$ cat src/rtl/cordic_octant_ctrl.sv
// Octant fold / unfold controller around cordic_core for the Sobel edge path.
// Admits whole frames only, tracks the octant tag alongside the core, and rebuilds full-circle angle.
module cordic_octant_ctrl #(
  parameter int DW       = 16,
  parameter int DW_DOT   = 4,
  parameter int DW_NOR   = 20,
  parameter int T_IR_NUM = 15
) (
  input  logic                   clk,
  input  logic                   rst_n,
  input  logic                   en,
  input  logic                   din_vsync,
  input  logic                   din_hsync,
  input  logic signed [DW-1:0]   din_gx,
  input  logic signed [DW-1:0]   din_gy,
  output logic                   core_din_vsync,
  output logic                   core_din_hsync,
  output logic [DW-1:0]          core_din_x,
  output logic [DW-1:0]          core_din_y,
  output logic [DW_NOR-1:0]      core_din_z,
  input  logic                   core_dout_vsync,
  input  logic                   core_dout_hsync,
  input  logic [DW+DW_DOT-1:0]   core_dout_x,
  input  logic [DW_NOR-1:0]      core_dout_z,
  output logic                   dout_vsync,
  output logic                   dout_hsync,
  output logic [DW+DW_DOT-1:0]   dout_mag,
  output logic [DW_NOR-1:0]      dout_ang,
  output logic                   frame_done,
  output logic [31:0]            frame_pix,
  output logic                   sync_err,
  output logic [2:0]             dbg_state
);

  localparam int CORE_LAT  = T_IR_NUM;
  localparam int FLUSH_LEN = CORE_LAT + 2;
  localparam int CW        = $clog2(FLUSH_LEN + 1);
  localparam logic [DW-1:0]     SAT_MAX = DW'((1 << (DW - 2)) - 1);
  localparam logic [DW_NOR-1:0] QUARTER = DW_NOR'(1 << (DW_NOR - 2));
  localparam logic [DW_NOR-1:0] HALF    = DW_NOR'(1 << (DW_NOR - 1));

  typedef enum logic [2:0] {
    S_IDLE  = 3'd0,
    S_ARM   = 3'd1,
    S_RUN   = 3'd2,
    S_FLUSH = 3'd3,
    S_DONE  = 3'd4
  } state_t;

  state_t          state_q;
  logic            vs_prev_q;
  logic [CW-1:0]   flush_cnt_q;
  logic [31:0]     pix_cnt_q;
  logic [31:0]     frame_pix_q;
  logic            frame_done_q;
  logic            core_vs_q;
  logic            core_hs_q;
  logic [DW-1:0]   core_x_q;
  logic [DW-1:0]   core_y_q;
  logic [2:0]      tag_q;
  logic [4:0]      line_q [CORE_LAT];
  logic            dout_vs_q;
  logic            dout_hs_q;
  logic [DW+DW_DOT-1:0] dout_mag_q;
  logic [DW_NOR-1:0]    dout_ang_q;
  logic            sync_err_q;

  function automatic logic [DW-1:0] sat_abs(input logic signed [DW-1:0] v);
    logic [DW-1:0] mag;
    mag = v[DW-1] ? $unsigned(-v) : $unsigned(v);
    return (mag > SAT_MAX) ? SAT_MAX : mag;
  endfunction

  logic vs_rise;
  logic admit;
  assign vs_rise = din_vsync & ~vs_prev_q;
  // The rising-edge cycle itself is admitted so the core sees the full vsync pulse.
  assign admit = ((state_q == S_ARM) && vs_rise) || ((state_q == S_RUN) && din_vsync);

  always_ff @(posedge clk or negedge rst_n) begin
    if (!rst_n) begin
      state_q      <= S_IDLE;
      vs_prev_q    <= 1'b0;
      flush_cnt_q  <= '0;
      pix_cnt_q    <= '0;
      frame_pix_q  <= '0;
      frame_done_q <= 1'b0;
      core_vs_q    <= 1'b0;
      core_hs_q    <= 1'b0;
    end else begin
      vs_prev_q    <= din_vsync;
      frame_done_q <= 1'b0;
      core_vs_q    <= admit;
      core_hs_q    <= admit & din_hsync;
      if (core_hs_q && (pix_cnt_q != '1)) pix_cnt_q <= pix_cnt_q + 32'd1;
      case (state_q)
        S_IDLE: if (en) state_q <= S_ARM;
        S_ARM: begin
          if (vs_rise) begin
            state_q   <= S_RUN;
            pix_cnt_q <= '0;
          end
        end
        S_RUN: begin
          if (!din_vsync) begin
            state_q     <= S_FLUSH;
            flush_cnt_q <= CW'(1);
          end
        end
        S_FLUSH: begin
          // Hold until the last admitted pixel has left the output register.
          if (flush_cnt_q == CW'(FLUSH_LEN - 1)) begin
            state_q      <= S_DONE;
            frame_done_q <= 1'b1;
            frame_pix_q  <= pix_cnt_q;
          end else begin
            flush_cnt_q <= flush_cnt_q + CW'(1);
          end
        end
        S_DONE: state_q <= en ? S_ARM : S_IDLE;
        default: state_q <= S_IDLE;
      endcase
    end
  end

  logic [DW-1:0] ax;
  logic [DW-1:0] ay;
  logic          swap;

  always_comb begin
    ax   = sat_abs(din_gx);
    ay   = sat_abs(din_gy);
    swap = (ay > ax);
  end

  always_ff @(posedge clk or negedge rst_n) begin
    if (!rst_n) begin
      core_x_q <= '0;
      core_y_q <= '0;
      tag_q    <= '0;
    end else begin
      core_x_q <= swap ? ay : ax;
      core_y_q <= swap ? ax : ay;
      tag_q    <= {din_gx[DW-1], din_gy[DW-1], swap};
    end
  end

  always_ff @(posedge clk or negedge rst_n) begin
    if (!rst_n) begin
      for (int i = 0; i < CORE_LAT; i++) line_q[i] <= '0;
    end else begin
      line_q[0] <= {tag_q, core_vs_q, core_hs_q};
      for (int i = 1; i < CORE_LAT; i++) line_q[i] <= line_q[i-1];
    end
  end

  logic                l_sx;
  logic                l_sy;
  logic                l_swap;
  logic                l_vs;
  logic                l_hs;
  logic [DW_NOR-1:0]   oct_ang;
  logic [DW_NOR-1:0]   full_ang;

  assign {l_sx, l_sy, l_swap, l_vs, l_hs} = line_q[CORE_LAT-1];

  // Unfold: undo the x/y swap, then mirror into the quadrant given by the signs.
  always_comb begin
    oct_ang = l_swap ? (QUARTER - core_dout_z) : core_dout_z;
    case ({l_sx, l_sy})
      2'b00:   full_ang = oct_ang;
      2'b10:   full_ang = HALF - oct_ang;
      2'b11:   full_ang = HALF + oct_ang;
      default: full_ang = '0 - oct_ang;
    endcase
  end

  always_ff @(posedge clk or negedge rst_n) begin
    if (!rst_n) begin
      dout_vs_q  <= 1'b0;
      dout_hs_q  <= 1'b0;
      dout_mag_q <= '0;
      dout_ang_q <= '0;
      sync_err_q <= 1'b0;
    end else begin
      dout_vs_q  <= core_dout_vsync;
      dout_hs_q  <= core_dout_hsync;
      dout_mag_q <= core_dout_hsync ? core_dout_x : '0;
      dout_ang_q <= core_dout_hsync ? full_ang : '0;
      if ((core_dout_hsync != l_hs) || (core_dout_vsync != l_vs)) sync_err_q <= 1'b1;
    end
  end

  assign core_din_vsync = core_vs_q;
  assign core_din_hsync = core_hs_q;
  assign core_din_x     = core_x_q;
  assign core_din_y     = core_y_q;
  assign core_din_z     = '0;
  assign dout_vsync     = dout_vs_q;
  assign dout_hsync     = dout_hs_q;
  assign dout_mag       = dout_mag_q;
  assign dout_ang       = dout_ang_q;
  assign frame_done     = frame_done_q;
  assign frame_pix      = frame_pix_q;
  assign sync_err       = sync_err_q;
  assign dbg_state      = state_q;

endmodule

$ cat config.mk
export PLATFORM = sky130hd
export DESIGN_NAME = cordic_octant_ctrl
export DESIGN_NICKNAME = d
export VERILOG_FILES = /design/src/rtl/cordic_octant_ctrl.sv
export SDC_FILE = /design/constraint.sdc
export NUM_CORES = 1
export LEC_CHECK = 0
export ABC_CLOCK_PERIOD_IN_PS = 8500
export CAP_MARGIN = 20
export CORE_ASPECT_RATIO = 0.75
export CORE_MARGIN = 4
export CORE_UTILIZATION = 55
export CTS_CLUSTER_SIZE = 14
export DETAILED_ROUTE_END_ITERATION = 6
export PLACE_DENSITY = 0.88
export SETUP_SLACK_MARGIN = 0.05
export SLEW_MARGIN = 30
export SYNTH_ARGS = -nofsm -noshare
export SYNTH_HDL_FRONTEND = slang
export SYNTH_SLANG_ARGS = --single-unit
$ cat constraint.sdc
create_clock -name clk -period 8.5 [get_ports clk]
set_clock_uncertainty 0.05 [all_clocks]
set_input_delay 1.7 -clock clk [delete_from_list [all_inputs] [get_ports clk]]
set_output_delay 1.7 -clock clk [all_outputs]
set_load 0.05 [all_outputs]
==> impl_results.md <==
* Status: finished clean
* Post-synthesis mux area share at 6.82%
* GRT Util Overall at 20.6%
* Netlist cell types at 56
* Remaining DRCs at 0
* GPL Wtd Cong at 0.900
* Vias per inst at 5.39
* Drt total wl at 21,500 um
* Final Max Tran Viols at 0
* Max Cap Viol at 0
* Crit Path Max Fanout at 18
* Buf/Inv on CP at 2
* Worst Max-Slew Pin Slew at 937 ps
* Net Sw Power at 1.27 mW
* Synth area leaders: dfrtp_1, xnor2_1, mux2_2
* Clock power share at 27.9%
* Post-route insts no fill at 1,323
* Switch share at 35.5%
* Peak supply drop at 0.223 mV
* Cell leakage power at 5.64 nW
* Largest family of logic cells by synthesized area: simple AND/OR/NAND/NOR gates
* Final Critical Period at 6110 ps
* Area growth from synthesis to layout at 29.1%
* Mapped cell area at 10,000 sq um
* Mapped Cells at 864
* Synth warn at 0
* Number of port buffers at 191
* Critical path arrival at 6440 ps
* Die H at 125 um
* Clock slew at reported path FFs at 60 ps
* CTS buffer count at 23
* Setup violators final at 0
* Reg power frac at 41.5%
* Die Width at 164 um
* Fin Setup TNS at 0 ps
* Clock sink count at 229
* Unrepaired setup endpoints after global routing: false
* Gate power share at 30.5%
* Vias in the first global route at 7,003
* Initial antenna violation count at 0
* #FFs+latches synth at 229
* Setup bufs post-CTS at 0
* Post-synth EDFFs at 0
* Kind of critical path: input port to flip-flop
* Largest net degree at the start of global routing at 89
* Max Fclk at 164 MHz
* Internal power at 2.30 mW
* Period Utilization, post-route at 71.9%
* Layout cell share with drive strength beyond 1 at 8.88%
* Root Buffer: clkbuf_16
* ANT cells at 0
* WL/cell at 16.3 um
* Worst EP required at 8830 ps
* Vias post-DR at 7,129
* Final ANT Viol Nets at 0
* Nets at 1,168
* Synth Area per Inst at 11.6 sq um
* Final hold violations at 0
* Sequential fraction of the synthesis area at 57.3%
* Max Buffers Root-to-Sink at 3
* Hold path start: line_q[55]
* FF/Latch Area at 5730 sq um
* Count leader, synth: dfrtp_1
* Starting Density at 56.3%
* GR Overflow Total at 0
* Post-synthesis adder-cell area fraction at 3.13%
* Iteration-0 DRC Markers at 593
* Most common library cells after synthesis: dfrtp_1, nor2_1, xnor2_1, nand2_1, xor2_1
* Area of the core at 17,800 sq um
* Post-CTS resize count at 0
* Startpoint Class: input port
* Multi-input gate area at 4010 sq um
* Inst Count DP at 1,281
* H-tree levels at 1
* Simple-Gate Fraction of Synth Area at 14.2%
* Drt pass-1 iters at 7
* CP endpoint kind: flip-flop
* I/O pin count at 212
* Critical-path cell list: clkdlybuf4s50_1, or4_1, or4_1, or3_1, nand2b_1, a211oi_1, a21oi_1, a211oi_1, ha_1, nor2b_1, o21a_1, o21a_1, o21ai_0, nand2_1, a211oi_1, o21ai_4, buf_16, mux2i_1
* Max incr delay on CP at 570 ps
* Die area at 20,400 sq um
* Post-synthesis xor/xnor area fraction at 8.03%
* Most frequent CP cell: a211oi_1
* Main flop type after synthesis: dfrtp_1
* First-pass GRT wire length at 34,800 um
* Fillcell total at 1,194
* Hold Crit Class: flip-flop to flip-flop
* CP delay by family, top: compound AO/OA/AOI/OAI gates
* Synth area leader: dfrtp_1
* Final setup margin at 2390 ps
* Slew HR at 37.6%
* Post-CTS Hold Fix Bufs at 0
* Yosys top cell area share at 57.3%
* Compound-Gate Fraction of Synth Area at 6.57%
* Crit-path slowest cell: or4_1
* Power Density at 276 nW/um^2
* Worst slack, placed at 1930 ps
* Cell Rows at 42
* CTS tree: built
* Async S/R FF share, synth at 100%
* Worst skew pair latency at 520 ps
* DP HPWL at 15,100 um
* Critical path startpoint: din_gx[2]
* Worst reg2reg startpoint: l_swap
-- cell type report --
class                   instances  area share, %
clock buffers                  33           5.13
clock inverters                 9          0.765
inverters                      30          0.872
multi-input cells             581           31.0
flip-flops and latches        229           44.4
well taps                     242           2.34
repair buffers                199           15.5
-- through the flow --
stage	hold WS [ps]	utilization [%]	power [mW]	instance area, sq um
floorplan	281	-	2.19	10100
detailed placement	285	68.4	2.58	12100
global route	302	72.7	3.74	12900
global placement	281	68.2	2.53	12100
finish	296	72.7	3.57	12900
CTS	298	72.6	3.59	12900
-- power by group through the flow --
| stage | Combinational, mW | Sequential, mW | Clock [mW] |
|---|---|---|---|
| final | 1.09 | 1.48 | 0.996 |
| after global routing | 1.16 | 1.51 | 1.07 |
| after CTS | 1.09 | 1.48 | 1.02 |
| after detailed placement | 1.08 | 1.50 | 0 |
| after global placement | 1.05 | 1.48 | 0 |
| after floorplan | 0.385 | 1.80 | 0 |
-- registers in the layout (all words and copies together) (netlist names), 5 cells and up --
name / cells
dout_mag: 20
core_din_y: 16
pix_cnt_q: 32
core_din_x: 16
line_q: 70
flush_cnt_q: 5
frame_pix: 32
dout_ang: 20
-- cells in the final DEF, fill, tap and decap left out, types with 10 or more instances in the layout --
cell type | netlist | routed
dfrtp_1 | 229 | 229
conb_1 | 2 | 28
nor3_1 | 15 | 15
mux2i_1 | 31 | 31
a21oi_1 | 18 | 18
clkbuf_16 | 0 | 23
nand3_1 | 18 | 18
clkdlybuf4s50_1 | 0 | 189
nand2_1 | 43 | 43
o31ai_1 | 15 | 15
nor2_1 | 90 | 90
and2_1 | 24 | 24
xor2_1 | 34 | 34
inv_1 | 30 | 30
xnor2_1 | 54 | 54
ha_1 | 25 | 25
mux2_2 | 33 | 33
or3_1 | 10 | 10
o21ai_0 | 30 | 29
-- worst reg2reg max path, stage by stage, from the launching register on --
cell and delay (ps):
dfrtp_1 950, or3b_2 510, mux2i_1 210, a31oi_1 190, nor4_2 470, o211ai_1 260
xnor2_1 190, a22oi_1 260, nor2b_1 80
-- final timing paths --
kind	endpoint	slack, ps	cells after the start
max in group asynchronous	core_din_x[14]	6200	2
worst max register to register	dout_ang[14]	5210	8
worst max-delay path	core_din_y[6]	2390	18
min in group asynchronous	pix_cnt_q[24]	1070	1
worst min register to register	line_q[50]	300	0
worst min-delay path	line_q[50]	300	0
-- per-layer routing --
metal | part of all wire [%] | GRT usage (%) | vias up
met1 | 43 | 28.7 | 3448
met5 | 0 | 0 | -
met4 | 1.6 | 4.93 | 0
met3 | 9.8 | 5.76 | 40
met2 | 46 | 32.4 | 325
li1 | - | - | 3316
-- cell families after synthesis --
| group | Yosys count |
|---|---|
| adder cells (fa/ha/maj) | 25 |
| flip-flops | 229 |
| XOR/XNOR | 90 |
| other | 2 |
| AO/OA/AOI/OAI | 100 |
| buffers and inverters | 80 |
| multiplexers | 64 |
| AND/OR/NAND/NOR | 274 |
Note: power is estimated with default switching activity, not from simulation.
==> RTL edit: new RTL, config.mk and constraints unchanged <==
`dout_ang_q` no longer has a reset.
--- a/src/rtl/cordic_octant_ctrl.sv
+++ b/src/rtl/cordic_octant_ctrl.sv
@@ -182,3 +182,2 @@
       dout_mag_q <= '0;
-      dout_ang_q <= '0;
       sync_err_q <= 1'b0;
@@ -188,5 +187,8 @@
       dout_mag_q <= core_dout_hsync ? core_dout_x : '0;
-      dout_ang_q <= core_dout_hsync ? full_ang : '0;
       if ((core_dout_hsync != l_hs) || (core_dout_vsync != l_vs)) sync_err_q <= 1'b1;
     end
+  end
+
+  always_ff @(posedge clk) begin
+    dout_ang_q <= core_dout_hsync ? full_ang : '0;
   end
Check against the original RTL: not equivalent (Yosys sat finds a counterexample within 4 cycles, from zero or initial values and one cycle with rst_n low).
==> RTL edit against the unedited design <==
Total power fell by 14%. Worst setup slack got worse by 420 ps. Wire length rose by 2.2%. Die area rose by 2.3%. Cell area rose by 0.88%. Synthesized area rose by 2.4%. Utilization fell by 0.22 points. Sequential cell count did not move. Critical path type unchanged.
==> RTL edit: results <==
INSERT INTO impl_metrics (metric_group, metric, value, unit) VALUES
('synthesis', 'synthArstFlopShare', '0.913', ''),
('routing', 'detail_route.wl_per_cell', '16.2', 'um'),
('routing', 'via_per_inst', '5.43', ''),
('setup_path', 'timing.critical_path.from', 'din_gy[6]', ''),
('setup_path', 'timing.critical_path.arrival', '6890', 'ps'),
('placement', 'gp_congestion', '0.895', ''),
('outcome', 'outcome', 'finished clean', ''),
('power', 'p_int', '2.10', 'mW'),
('layout', 'drive_above_1_share', '0.0816', ''),
('sta', 'maxSlewHeadroom', '0.352', ''),
('synthesis', 'post_synth_main_area_contributors', 'dfrtp_1, xor2_1, dfxtp_1', ''),
('setup_path', 'setup.reg_to_reg.worst_slack', '5510', 'ps'),
('synthesis', 'synth_seq_area_share', '0.550', ''),
('layout', 'fillCellCount', '1260', ''),
('global_routing', 'grt_util_all_layers', '0.206', ''),
('synthesis', 'ys_top_cells_by_count', 'dfrtp_1, nor2_1, xor2_1', ''),
('clocking', 'clock_latency', '500', 'ps'),
('setup_path', 'worst-path-max-fanout', '15', ''),
('clocking', 'cts_made_buffers', '22', ''),
('routing', 'drtIter0Drc', '531', '');
[RTL edit: changes by cell type after synthesis, sizes merged, moves of 5 or more]
cell / delta
nor2: -5
xnor2: -18
buf: +9
xor2: +14
dfxtp: +20
nand2: +5
nand4: +7
a21oi: +7
and2: +15
dfrtp: -20
[RTL edit: worst paths after layout]
path | to | cells past startpoint
max in group asynchronous | core_din_x[1] | 2
setup / recovery | core_din_y[6] | 17
hold reg to reg | line_q[41] | 0
hold / removal | line_q[41] | 0
setup reg to reg | dout_ang[15] | 8
min in group asynchronous | dout_mag[16] | 1
[RTL edit: final cells by class]
| cell class | count | area (sq um) | area share |
|---|---|---|---|
| multi-input cells | 614 | 4270 | 0.327 |
| clock inverters | 7 | 73.8 | 0.00567 |
| inverters | 33 | 124 | 0.00951 |
| well taps | 242 | 303 | 0.0232 |
| flip-flops and latches | 229 | 5630 | 0.432 |
| repair buffers | 199 | 1980 | 0.152 |
| clock buffers | 33 | 652 | 0.0500 |
[RTL edit: power groups by stage]
stage | registers (mW) | logic (mW) | clock network (mW)
2_1_floorplan | 1.53 | 0.344 | 0
3_3_place_gp | 1.38 | 0.727 | 0
3_5_place_dp | 1.39 | 0.743 | 0
4_1_cts | 1.37 | 0.751 | 0.978
5_1_grt | 1.39 | 0.809 | 1.03
6_report | 1.37 | 0.750 | 0.956
[RTL edit: worst reg2reg max path, delay by kind of cell (launching register included)]
family	cells	cell delay, ps
buffers and inverters	1	340
and+or+nand+nor	2	590
DFF	1	320
AOI/OAI and AO/OA	4	1320
xor gates and xnor gates	1	250
[RTL edit: stage by stage]
step	instances	setup WS [ps]	cell area, sq um	total power, mW	util
3_5_place_dp	1317	1600	12300	2.13	0.684
5_1_grt	1357	1650	13000	3.23	0.725
2_1_floorplan	936	2750	10300	1.87	-
6_report	1357	1970	13000	3.08	0.725
4_1_cts	1357	2120	13000	3.10	0.724
3_3_place_gp	1317	1800	12300	2.11	0.684
[RTL edit: cell families (layout without fill, tap and decap cells)]
logic type | count (synthesis) | after routing | share of synthesized area
AO/OA/AOI/OAI | 117 | 117 | 0.0810
XOR/XNOR | 87 | 87 | 0.0764
adder cells (fa/ha/maj) | 25 | 25 | 0.0305
buffers and inverters | 93 | 272 | 0.0459
flip-flops | 229 | 229 | 0.550
multiplexers | 62 | 62 | 0.0645
other | 2 | 28 | 0.000733
AND/OR/NAND/NOR | 295 | 295 | 0.151
[RTL edit: routing by layer]
| metal | routed length (um) | share of wire | global-route usage | vias to the layer above |
|---|---|---|---|---|
| met2 | 9690 | 0.44 | 0.312 | 284 |
| met4 | 327 | 0.015 | 0.0393 | 0 |
| li1 | - | - | - | 3469 |
| met5 | 0 | 0 | 0 | - |
| met3 | 1590 | 0.072 | 0.0470 | 25 |
| met1 | 10400 | 0.47 | 0.309 | 3588 |
